File: config.mk
export PLATFORM = sky130hd
export DESIGN_NAME = dice_roll_sequencer
export DESIGN_NICKNAME = d
export VERILOG_FILES = /design/src/rtl/dice_roll_sequencer.sv
export SDC_FILE = /design/constraint.sdc
export NUM_CORES = 1
export LEC_CHECK = 0
export CORE_MARGIN = 2
export CORE_UTILIZATION = 29
export DETAILED_ROUTE_END_ITERATION = 6
export GPL_ROUTABILITY_DRIVEN = 0
export SLEW_MARGIN = 10
export SYNTH_ARGS = -nofsm -noshare
export SYNTH_HDL_FRONTEND = slang
export SYNTH_SLANG_ARGS = --single-unit
File: constraint.sdc
create_clock -name clk -period 1.5 [get_ports clk]
set_input_delay 0.45 -clock clk [delete_from_list [all_inputs] [get_ports clk]]
set_output_delay 0.45 -clock clk [all_outputs]
set_load 0.1 [all_outputs]
File: src/rtl/dice_roll_sequencer.sv
// Turns a debounced roll request into one validated dice face: settle for a few frames, then
// wait for STABLE_FRAMES identical valid classifications, or abort on timeout / init_done loss.
module dice_roll_sequencer #(
  parameter int SETTLE_FRAMES  = 2,
  parameter int STABLE_FRAMES  = 3,
  parameter int TIMEOUT_FRAMES = 30
) (
  input  logic       clk,
  input  logic       reset,
  input  logic       init_done,
  input  logic       roll_req,
  input  logic       cam_vsync,
  input  logic [2:0] dice_raw,
  output logic       busy,
  output logic       dice_en,
  output logic [2:0] dice_value,
  output logic       dice_err
);

  localparam int SW = $clog2(SETTLE_FRAMES + 1);
  localparam int RW = $clog2(STABLE_FRAMES + 1);
  localparam int FW = $clog2(TIMEOUT_FRAMES + 1);

  typedef enum logic [2:0] {IDLE, SETTLE, SAMPLE, DONE, ERR} state_t;

  state_t         state_q;
  logic           sync1_q, sync2_q, vs_prev_q;
  logic [SW-1:0]  settle_q, settle_d;
  logic [FW-1:0]  frame_q, frame_d;
  logic [RW-1:0]  run_q, run_d;
  logic [2:0]     cand_q;
  logic [2:0]     value_q;
  logic           busy_q, en_q, err_q;
  logic           tick, raw_valid;

  // Classifier output is only trustworthy once the frame has ended (falling VSYNC).
  assign tick      = vs_prev_q & ~sync2_q;
  assign raw_valid = (dice_raw != 3'd0) && (dice_raw != 3'd7);

  always_comb begin
    settle_d = settle_q + 1'b1;
    frame_d  = frame_q + 1'b1;
    run_d    = '0;
    if (raw_valid && (dice_raw == cand_q))
      run_d = run_q + 1'b1;
    else if (raw_valid)
      run_d = RW'(1);
  end

  always_ff @(posedge clk or posedge reset) begin
    if (reset) begin
      sync1_q   <= 1'b0;
      sync2_q   <= 1'b0;
      vs_prev_q <= 1'b0;
      state_q   <= IDLE;
      settle_q  <= '0;
      frame_q   <= '0;
      run_q     <= '0;
      cand_q    <= 3'd0;
      value_q   <= 3'd0;
      busy_q    <= 1'b0;
      en_q      <= 1'b0;
      err_q     <= 1'b0;
    end else begin
      sync1_q   <= cam_vsync;
      sync2_q   <= sync1_q;
      vs_prev_q <= sync2_q;
      en_q      <= 1'b0;
      err_q     <= 1'b0;
      case (state_q)
        IDLE: begin
          if (roll_req && init_done) begin
            state_q  <= SETTLE;
            settle_q <= '0;
            busy_q   <= 1'b1;
          end
        end
        SETTLE: begin
          if (!init_done) begin
            state_q <= ERR;
            err_q   <= 1'b1;
          end else if (tick) begin
            if (settle_d == SW'(SETTLE_FRAMES)) begin
              state_q <= SAMPLE;
              frame_q <= '0;
              run_q   <= '0;
              cand_q  <= 3'd0;
            end else begin
              settle_q <= settle_d;
            end
          end
        end
        SAMPLE: begin
          if (!init_done) begin
            state_q <= ERR;
            err_q   <= 1'b1;
          end else if (tick) begin
            frame_q <= frame_d;
            run_q   <= run_d;
            cand_q  <= dice_raw;
            // A completed run wins over a timeout landing on the same frame.
            if (run_d == RW'(STABLE_FRAMES)) begin
              state_q <= DONE;
              value_q <= dice_raw;
              en_q    <= 1'b1;
            end else if (frame_d == FW'(TIMEOUT_FRAMES)) begin
              state_q <= ERR;
              err_q   <= 1'b1;
            end
          end
        end
        DONE, ERR: begin
          state_q <= IDLE;
          busy_q  <= 1'b0;
        end
        default: begin
          state_q <= IDLE;
          busy_q  <= 1'b0;
        end
      endcase
    end
  end

  assign busy       = busy_q;
  assign dice_en    = en_q;
  assign dice_err   = err_q;
  assign dice_value = value_q;

endmodule

* Word level (Yosys, flattened, before mapping) *
Cells that the tools add are included.

cells by class
  add/subtract/negate cells = 3
  bitwise logic cells = 3
  multiplexer cells = 46
  eq/ne operators = 18
  reduce and logical (&&, ||, !) cells = 13

operators with widths
  operator                                                                count
  3-bit two-way mux                                                       13
  5-bit two-way mux                                                       5
  2-bit two-way mux                                                       10
  2-bit inequality test (second input constant)                           7
  3-bit inequality test (second input constant)                           4
  1-bit two-way mux                                                       11
  5-bit case mux with 2 select lines                                      1
  5-bit AND reduction                                                     2
  3-bit case mux with 3 select lines                                      1
  2-bit case mux with 2 select lines                                      2
  3-bit case mux with 2 select lines                                      1
  6-bit AND reduction                                                     1
  5-bit by 1-bit adder with 5-bit output (second input constant)          1
  5-bit equality test (second input constant)                             1
  2-bit by 1-bit adder with 2-bit output (second input constant)          2
  2-bit equality test (second input constant)                             2
  4-bit inequality test (second input constant)                           1
  1-bit case mux with 2 select lines                                      2
  4-bit AND reduction                                                     1
  2-bit nonzero test                                                      2
  3-bit by 1-bit equality test with 1-bit output (second input constant)  1
  3-bit by 2-bit equality test with 1-bit output (second input constant)  1
  3-bit equality test                                                     1
  1-bit logical AND                                                       3
  other kinds (6)                                                         7

storage, ports and cells
  register bits after elaboration = 24
  output and inout bits = 6
  logic and storage cells = 95

* Longest topological paths before layout *
Gate-level depths: netlist of run 1.

  depth after elaboration = 9
  depth in mapped cells = 6
  gate-level depth less buffers = 6

* Worst setup path before layout of run 1 *
No wires, ideal clock.

  path type = input-to-reg
  from = input port dice_raw[0]
  to = register value_q[0], in the netlist dice_value[0]
  cell stages on the path = 5
  library setup time = 0.126 ns
  slack = -0.249 ns
  data arrival time = 1.623 ns
  cells stage by stage = or2_1 o22ai_1 a211oi_2 nor3_4 mux2_4

between the ends
  word-level cells in the longest chain between the ends = 6

RTL lines
  item                                                                line    text
  start: declaration                                                  13      input logic [2:0] dice_raw,
  3-bit inequality test / 3-bit nonzero test (equally long branches)  38      assign raw_valid = (dice_raw != 3'd0) && (dice_raw != 3'd7);
  1-bit logical AND                                                   38
  1-bit two-way mux / 1-bit logical AND (equally long branches)       46, 44
  2-bit two-way mux                                                   44      if (raw_valid && (dice_raw == cand_q))
  2-bit equality test                                                 102     if (run_d == RW'(STABLE_FRAMES)) begin
  4-bit AND reduction (no line)                                       n/a
  end signal: assignment                                              104     value_q <= dice_raw;
  end: declaration                                                    32      logic [2:0] value_q;

Parallel ways exist; a longest one is shown, timed or not.
A chain may end at the register's enable or synchronous reset.

* Final worst setup path of run 1 *
  from = register cand_q[2]
  to = register value_q[2], in the netlist dice_value[2]

between the ends
  word-level cells in the longest chain between the ends = 5

RTL lines
  item                           line  text
  start: declaration             31    logic [2:0] cand_q;
  start signal: assignment       100   cand_q <= dice_raw;
  3-bit equality test            44
  1-bit logical AND              44
  2-bit two-way mux              44
  2-bit equality test            102
  4-bit AND reduction (no line)  n/a

No other way between the ends.

==> metrics.txt, run 1 <==
status complete, but fails checks; failing checks negative setup slack; r2r setup slk -170 ps; routed len/inst 15.1 um; Longest Clk Path Bufs 2; setup TNS -846 ps; Setup violations, final 7; Leak ~0.85 nW; Clock Pin Slew Worst Setup and Hold Paths 90 ps; DRT iter0 DRCs 30; row cnt 23; P&R area growth vs syn 62.1%; Primary FF master, synth dfrtp_1; Max Slew Vio Count 0; DP HPWL 1850 um; FILL cells 351; vias between 1000 and 1500; setup repair after global routing missed its margin true; CP max stage cell dfrtp_1; Post-Layout Cell Count 209; worst-path cell chain or2_4 -> nor3_4 -> a211oi_4 -> nor3_4 -> mux2_4; Die W 68.2 um; ANT cells 0; worst slew pin tran 341 ps; first drt pass iteration count 4; Total Wirelength 3150 um; global-route usage over all layers roughly 14%; post-synthesis sequential area ratio 50.3%; placed instance count ~190; Highest Clock Rate 0.600 GHz; CTS tree built; Final Hold Fails 0; fin area 0.00194 sq mm; port bufs 13; Clock Skews 6.07 ps; worst r2r src cand_q[2]$_DFFE_PP0P_; Worst-Skew Late Latency roughly 270 ps; largest net degree at the start of global routing 25; share of layout cells above drive strength 1 about 51%; Vert. Die Dim 68.2 um; Hold Path Class register to register; H-tree levels 1; Slew HR between 70% and 80%; asr flop ratio synth 100%; r2r worst-path depth 5; die area 0.00465 sq mm; post-route setup slack -168 ps; drt via density 5.06; vias in the first global route around 1100; Detail Route Antenna Nets 0; period utilization 111%; Core Box Area 0.00397 sq mm; VDD IR max 664 uV; initial antenna violation count 0; max incr delay on CP just over 400 ps; Post-Place Cell Area 0.00161 sq mm; critical path required time 1660 ps; cell count after synthesis 113; post-synthesis cell area around 0.0012 sq mm; yosys warns 0; critical path capture point type register; syn_area_per_cell 10.6 sq um; first-pass GRT wire length between 4000 and 5000 um; starting density of the core a little under a third; Final #Nets 171; # Max-Cap Violations 0; Distinct cells, synth 40; min cycle time layout about 1700 ps; # IOs 14; root buffer cell clkbuf_8; Worst path most repeated cell nor3_4; Post-synth EDFFs 0; CP Class register to register; Crit path buffers/inverters 0; Inserted Clock Buffers 3; syn nets roughly 120; Hold EP sync2_q$_DFF_PP0_; Worst Path Max Fanout 4; Seq cells post-synth 24; Overflow after GRT 0; Critical Path AT 1830 ps; startpoint types register; Worst path top cell family by delay simple AND/OR/NAND/NOR gates; clock sinks 24; Setup crit start cand_q[2]$_DFFE_PP0P_; P per Cell Area 1250 mW/mm^2; reg2reg end dice_value[2]$_DFFE_PP0P_; Residual DRC 0; hold path startpoint sync1_q$_DFF_PP0_; Hold Path Stages 0
==> logic make-up after synthesis <==
family	after synthesis	synth area share, %
buffers and inverters	5	1.57
and+or+nand+nor	45	20.5
AOI/OAI and AO/OA	28	17.0
muxes	4	4.61
DFF	24	50.3
adders and majority gates	3	3.14
xor gates and xnor gates	4	2.93
==> metrics by stage <==
| step | total power [mW] | setup WS [ps] | utilization, % | hold slack [ps] |
|---|---|---|---|---|
| 2_1_floorplan | 1.34 | -155 | - | 331 |
| 3_3_place_gp | 1.62 | -737 | 40.5 | 334 |
| 6_report | 2.43 | -168 | 48.8 | 354 |
| 5_1_grt | 2.56 | -234 | 48.8 | 361 |
| 3_5_place_dp | 1.65 | -804 | 40.5 | 335 |
| 4_1_cts | 2.27 | -236 | 45.2 | 356 |
==> per-layer routing <==
metal	wire, um	GRT usage (%)
met5	0	0
met4	55	4.50
met1	1350	18.1
met2	1640	25.2
met3	104	2.30
==> cell usage after synthesis, types with 3 or more instances <==
library cell	count	area [sq um]
dfrtp_1	24	601
ha_1	3	37.5
inv_1	4	15.0
mux2_4	3	45.0
nand2_1	14	52.6
nand2b_1	4	25.0
nand3_1	5	25.0
nor2_1	7	26.3
o21ai_0	6	30.0
o22ai_1	4	25.0
==> final cells by class <==
cell class | count | area (sq um) | share of cell area [%]
multi-input cells | 84 | 773 | 39.9
flip-flops and latches | 24 | 604 | 31.2
repair buffers | 43 | 427 | 22.0
well taps | 50 | 62.6 | 3.23
clock buffers | 4 | 55.1 | 2.84
inverters | 4 | 15.0 | 0.775
==> worst max-delay path by stage <==
stage,to,slack (ps),cells after the start
after floorplan,dice_value[0]$_DFFE_PP0P_,-150,4
after global placement,dice_value[2]$_DFFE_PP0P_,-740,7
after detailed placement,dice_value[1]$_DFFE_PP0P_,-800,7
after CTS,dice_value[1]$_DFFE_PP0P_,-240,5
after global routing,dice_value[2]$_DFFE_PP0P_,-230,5
final,dice_value[2]$_DFFE_PP0P_,-170,5
==> cells in the final DEF, fill, tap and decap left out, types with 3 or more instances in the layout <==
| cell | instances |
|---|---|
| o21ai_0 | 3 |
| nand2b_1 | 3 |
| nor2_1 | 5 |
| buf_6 | 7 |
| clkdlybuf4s50_1 | 4 |
| nand3_1 | 4 |
| clkbuf_8 | 4 |
| nand2_1 | 11 |
| dfrtp_2 | 3 |
| buf_12 | 6 |
| buf_4 | 23 |
| mux2_4 | 3 |
| inv_1 | 3 |
| dfrtp_1 | 21 |
==> report_power, final <==
part / internal (mW) / switching, mW
clock: 0.235 / 0.212
combinational: 0.541 / 0.542
sequential: 0.766 / 0.133
==> state kept, by name, summed over array words and instances, names as in the netlist, 2 cells and up <==
| name | cells |
|---|---|
| run_q | 2 |
| settle_q | 2 |
| cand_q | 3 |
| state_q | 3 |
| frame_q | 5 |
| dice_value | 3 |
==> what timing repair did <==
| action | CTS | global route |
|---|---|---|
| hold buffers | 0 | 0 |
| gates cloned | 0 | 1 |
| setup endpoints to repair | 11 | 20 |
| hold endpoints to repair | 0 | 0 |
| setup buffers | 9 | 3 |
| resized for setup | 24 | 35 |
| pin swaps | 11 | 16 |
Power figures use the tool's default switching activity.
==> inputs of run 2 (changes only) <==
- CAP_MARGIN: not set -> 20
==> results of run 2 <==
Final layout, timing and power as in run 1 (identical DEF).
==> inputs of run 3 (changes only) <==
- PLACE_DENSITY: not set -> 0.48
- clock period: 1.5 -> 1.59 ns (I/O delays scaled with it)
==> metrics.txt, run 3 (same netlist as run 1, synthesis figures left out) <==
Max Slew Vio Count 0 (unchanged); die area 0.00465 sq mm (unchanged); Slew HR 71.4% (was 77.0%); Overflow after GRT 0 (unchanged); first-pass GRT wire length 4690 um (was 4950 um); P&R area growth vs syn 54.7% (was 62.1%); Power, Total 2.15 mW (was 2.43 mW); Internal Power 1.39 mW (was 1.54 mW); # Max-Cap Violations 0 (unchanged); failing checks negative setup slack (unchanged); ANT cells 0 (unchanged); root buffer cell clkbuf_8 (unchanged); register area 602 sq um (was 604 sq um); r2r worst-path depth 7 (was 5); Critical Path AT 1840 ps (was 1830 ps); area taken by multi-input logic gates 702 sq um (was 773 sq um); Worst Path Max Fanout 3 (was 4); Setup violations, final 5 (was 7); Longest Clk Path Bufs 2 (unchanged); row cnt 23 (unchanged); Clock Skews 1.93 ps (was 6.07 ps); initial antenna violation count 0 (unchanged); metal3 WL 91 um (was 104 um); # IOs 14 (unchanged); Final #Nets 168 (was 171); met2 routed WL 1360 um (was 1640 um); final core occ 46.5% (was 48.8%); DP HPWL 1880 um (was 1850 um); Final Hold Fails 0 (unchanged); routed len/inst 13.2 um (was 15.1 um); largest net degree at the start of global routing 25 (unchanged); min cycle time layout 1640 ps (was 1670 ps); clock sinks 24 (unchanged); vias in the first global route 1066 (was 1056); drt via density 4.88 (was 5.06); Core Box Area 0.00397 sq mm (unchanged); Most flops, register frame_q (unchanged); Vert. Die Dim 68.2 um (unchanged); Clock Pin Slew Worst Setup and Hold Paths 80 ps (was 90 ps); startpoint types register (unchanged); DRT iter0 DRCs 13 (was 30); Largest register FFs 5 (unchanged); Inserted Clock Buffers 3 (unchanged); Psw 0.765 mW (was 0.887 mW); Hold Path Stages 0 (unchanged); Max Used Layer met4 (unchanged); status complete, but fails checks (unchanged); Total Wirelength 2730 um (was 3150 um); FILL cells 382 (was 351); Hold Path Class register to register (unchanged); commonest cells after routing, fill and taps aside dfrtp_1 (23), buf_4 (22), nand2_1 (12), buf_12 (7), nor2_1 (6) (was buf_4 (23), dfrtp_1 (21), nand2_1 (11), buf_6 (7), buf_12 (6)); # hold bufs at CTS 0 (unchanged); P per Cell Area 1160 mW/mm^2 (was 1250 mW/mm^2); Leak 0.830 nW (was 0.851 nW); worst slew pin tran 423 ps (was 341 ps); Highest Clock Rate 0.611 GHz (was 0.600 GHz); critical path required time 1790 ps (was 1660 ps); port bufs 13 (unchanged); Residual DRC 0 (unchanged); setup TNS -190 ps (was -846 ps); critical path capture point type register (unchanged); CP Class register to register (unchanged); vias 1006 (was 1057); Detail Route Antenna Nets 0 (unchanged); H-tree levels 1 (unchanged); global-route usage over all layers 13.8% (was 14.4%); commonest non-fill, non-tap cell in the layout dfrtp_1 (was buf_4); post-route setup slack -46.5 ps (was -168 ps); first drt pass iteration count 4 (unchanged); Clock Power Share 19.2% (was 18.4%); Flop pwr share 39.1% (was 37.0%); CTS tree built (unchanged); starting density of the core 30.1% (unchanged); Worst-Skew Late Latency 260 ps (was 270 ps); switching share of power 35.5% (was 36.5%); period utilization 103% (was 111%); VDD IR max 472 uV (was 664 uV); share of layout cells above drive strength 1 42.3% (was 50.9%); DRT met1 WL 1230 um (was 1350 um); Die W 68.2 um (unchanged); setup repair after global routing missed its margin true (unchanged); Comb power frac 41.7% (was 44.6%)
[run 3: through the flow]
step / hold slack, ps / worst slack, ps / instance area [sq um] / cells
after floorplan: 331 / -67.4 / 1210 / 113
after global placement: 333 / -677 / 1610 / 195
after detailed placement: 345 / -782 / 1610 / 195
after CTS: 365 / -164 / 1780 / 203
after global routing: 387 / -111 / 1850 / 206
final: 359 / -46.5 / 1850 / 206
[run 3: repair_timing]
action / in CTS / in global routing
buffers inserted: 7 / 3
endpoints found under the setup margin: 10 / 9
gates resized for setup: 22 / 16
pin swaps: 10 / 10
[run 3: power groups by stage]
stage          logic (mW)  registers (mW)  clock network, mW
2_1_floorplan       0.308           0.955                  0
3_3_place_gp        0.686           0.841                  0
3_5_place_dp        0.700           0.842                  0
4_1_cts             0.837           0.839              0.434
5_1_grt             0.969           0.865              0.461
6_report            0.897           0.842              0.412
[run 3: path summary, 6_finish.rpt]
kind / from / end / slack (ps)
setup reg to reg: cand_q[0]$_DFFE_PP0P_ / state_q[0]$_DFFE_PP0P_ / -50
hold / removal: sync1_q$_DFF_PP0_ / sync2_q$_DFF_PP0_ / 360
hold reg to reg: sync1_q$_DFF_PP0_ / sync2_q$_DFF_PP0_ / 360
min in group asynchronous: reset / sync1_q$_DFF_PP0_ / 550
max in group asynchronous: reset / cand_q[1]$_DFFE_PP0P_ / 790
setup / recovery: cand_q[0]$_DFFE_PP0P_ / state_q[0]$_DFFE_PP0P_ / -50
[run 3: per-layer routing]
layer | vias to the layer above | GRT usage (%)
met1 | 488 | 16.4
met4 | 0 | 7.50
met5 | - | 0
li1 | 496 | -
met2 | 18 | 23.3
met3 | 4 | 2.63
[run 3: final cells by class]
| type | count | share of cell area, % |
|---|---|---|
| well taps | 50 | 3.39 |
| inverters | 4 | 0.812 |
| repair buffers | 40 | 22.3 |
| flip-flops and latches | 24 | 32.6 |
| clock buffers | 4 | 2.98 |
| multi-input cells | 84 | 38.0 |
[run 3: worst max-delay path: stages (launching register included)]
cell and delay (ps):
dfrtp_1 400, or2_4 270, nor3_4 200, a211oi_4 80, buf_6 140, buf_12 120
o2111ai_4 180, o311a_1 190
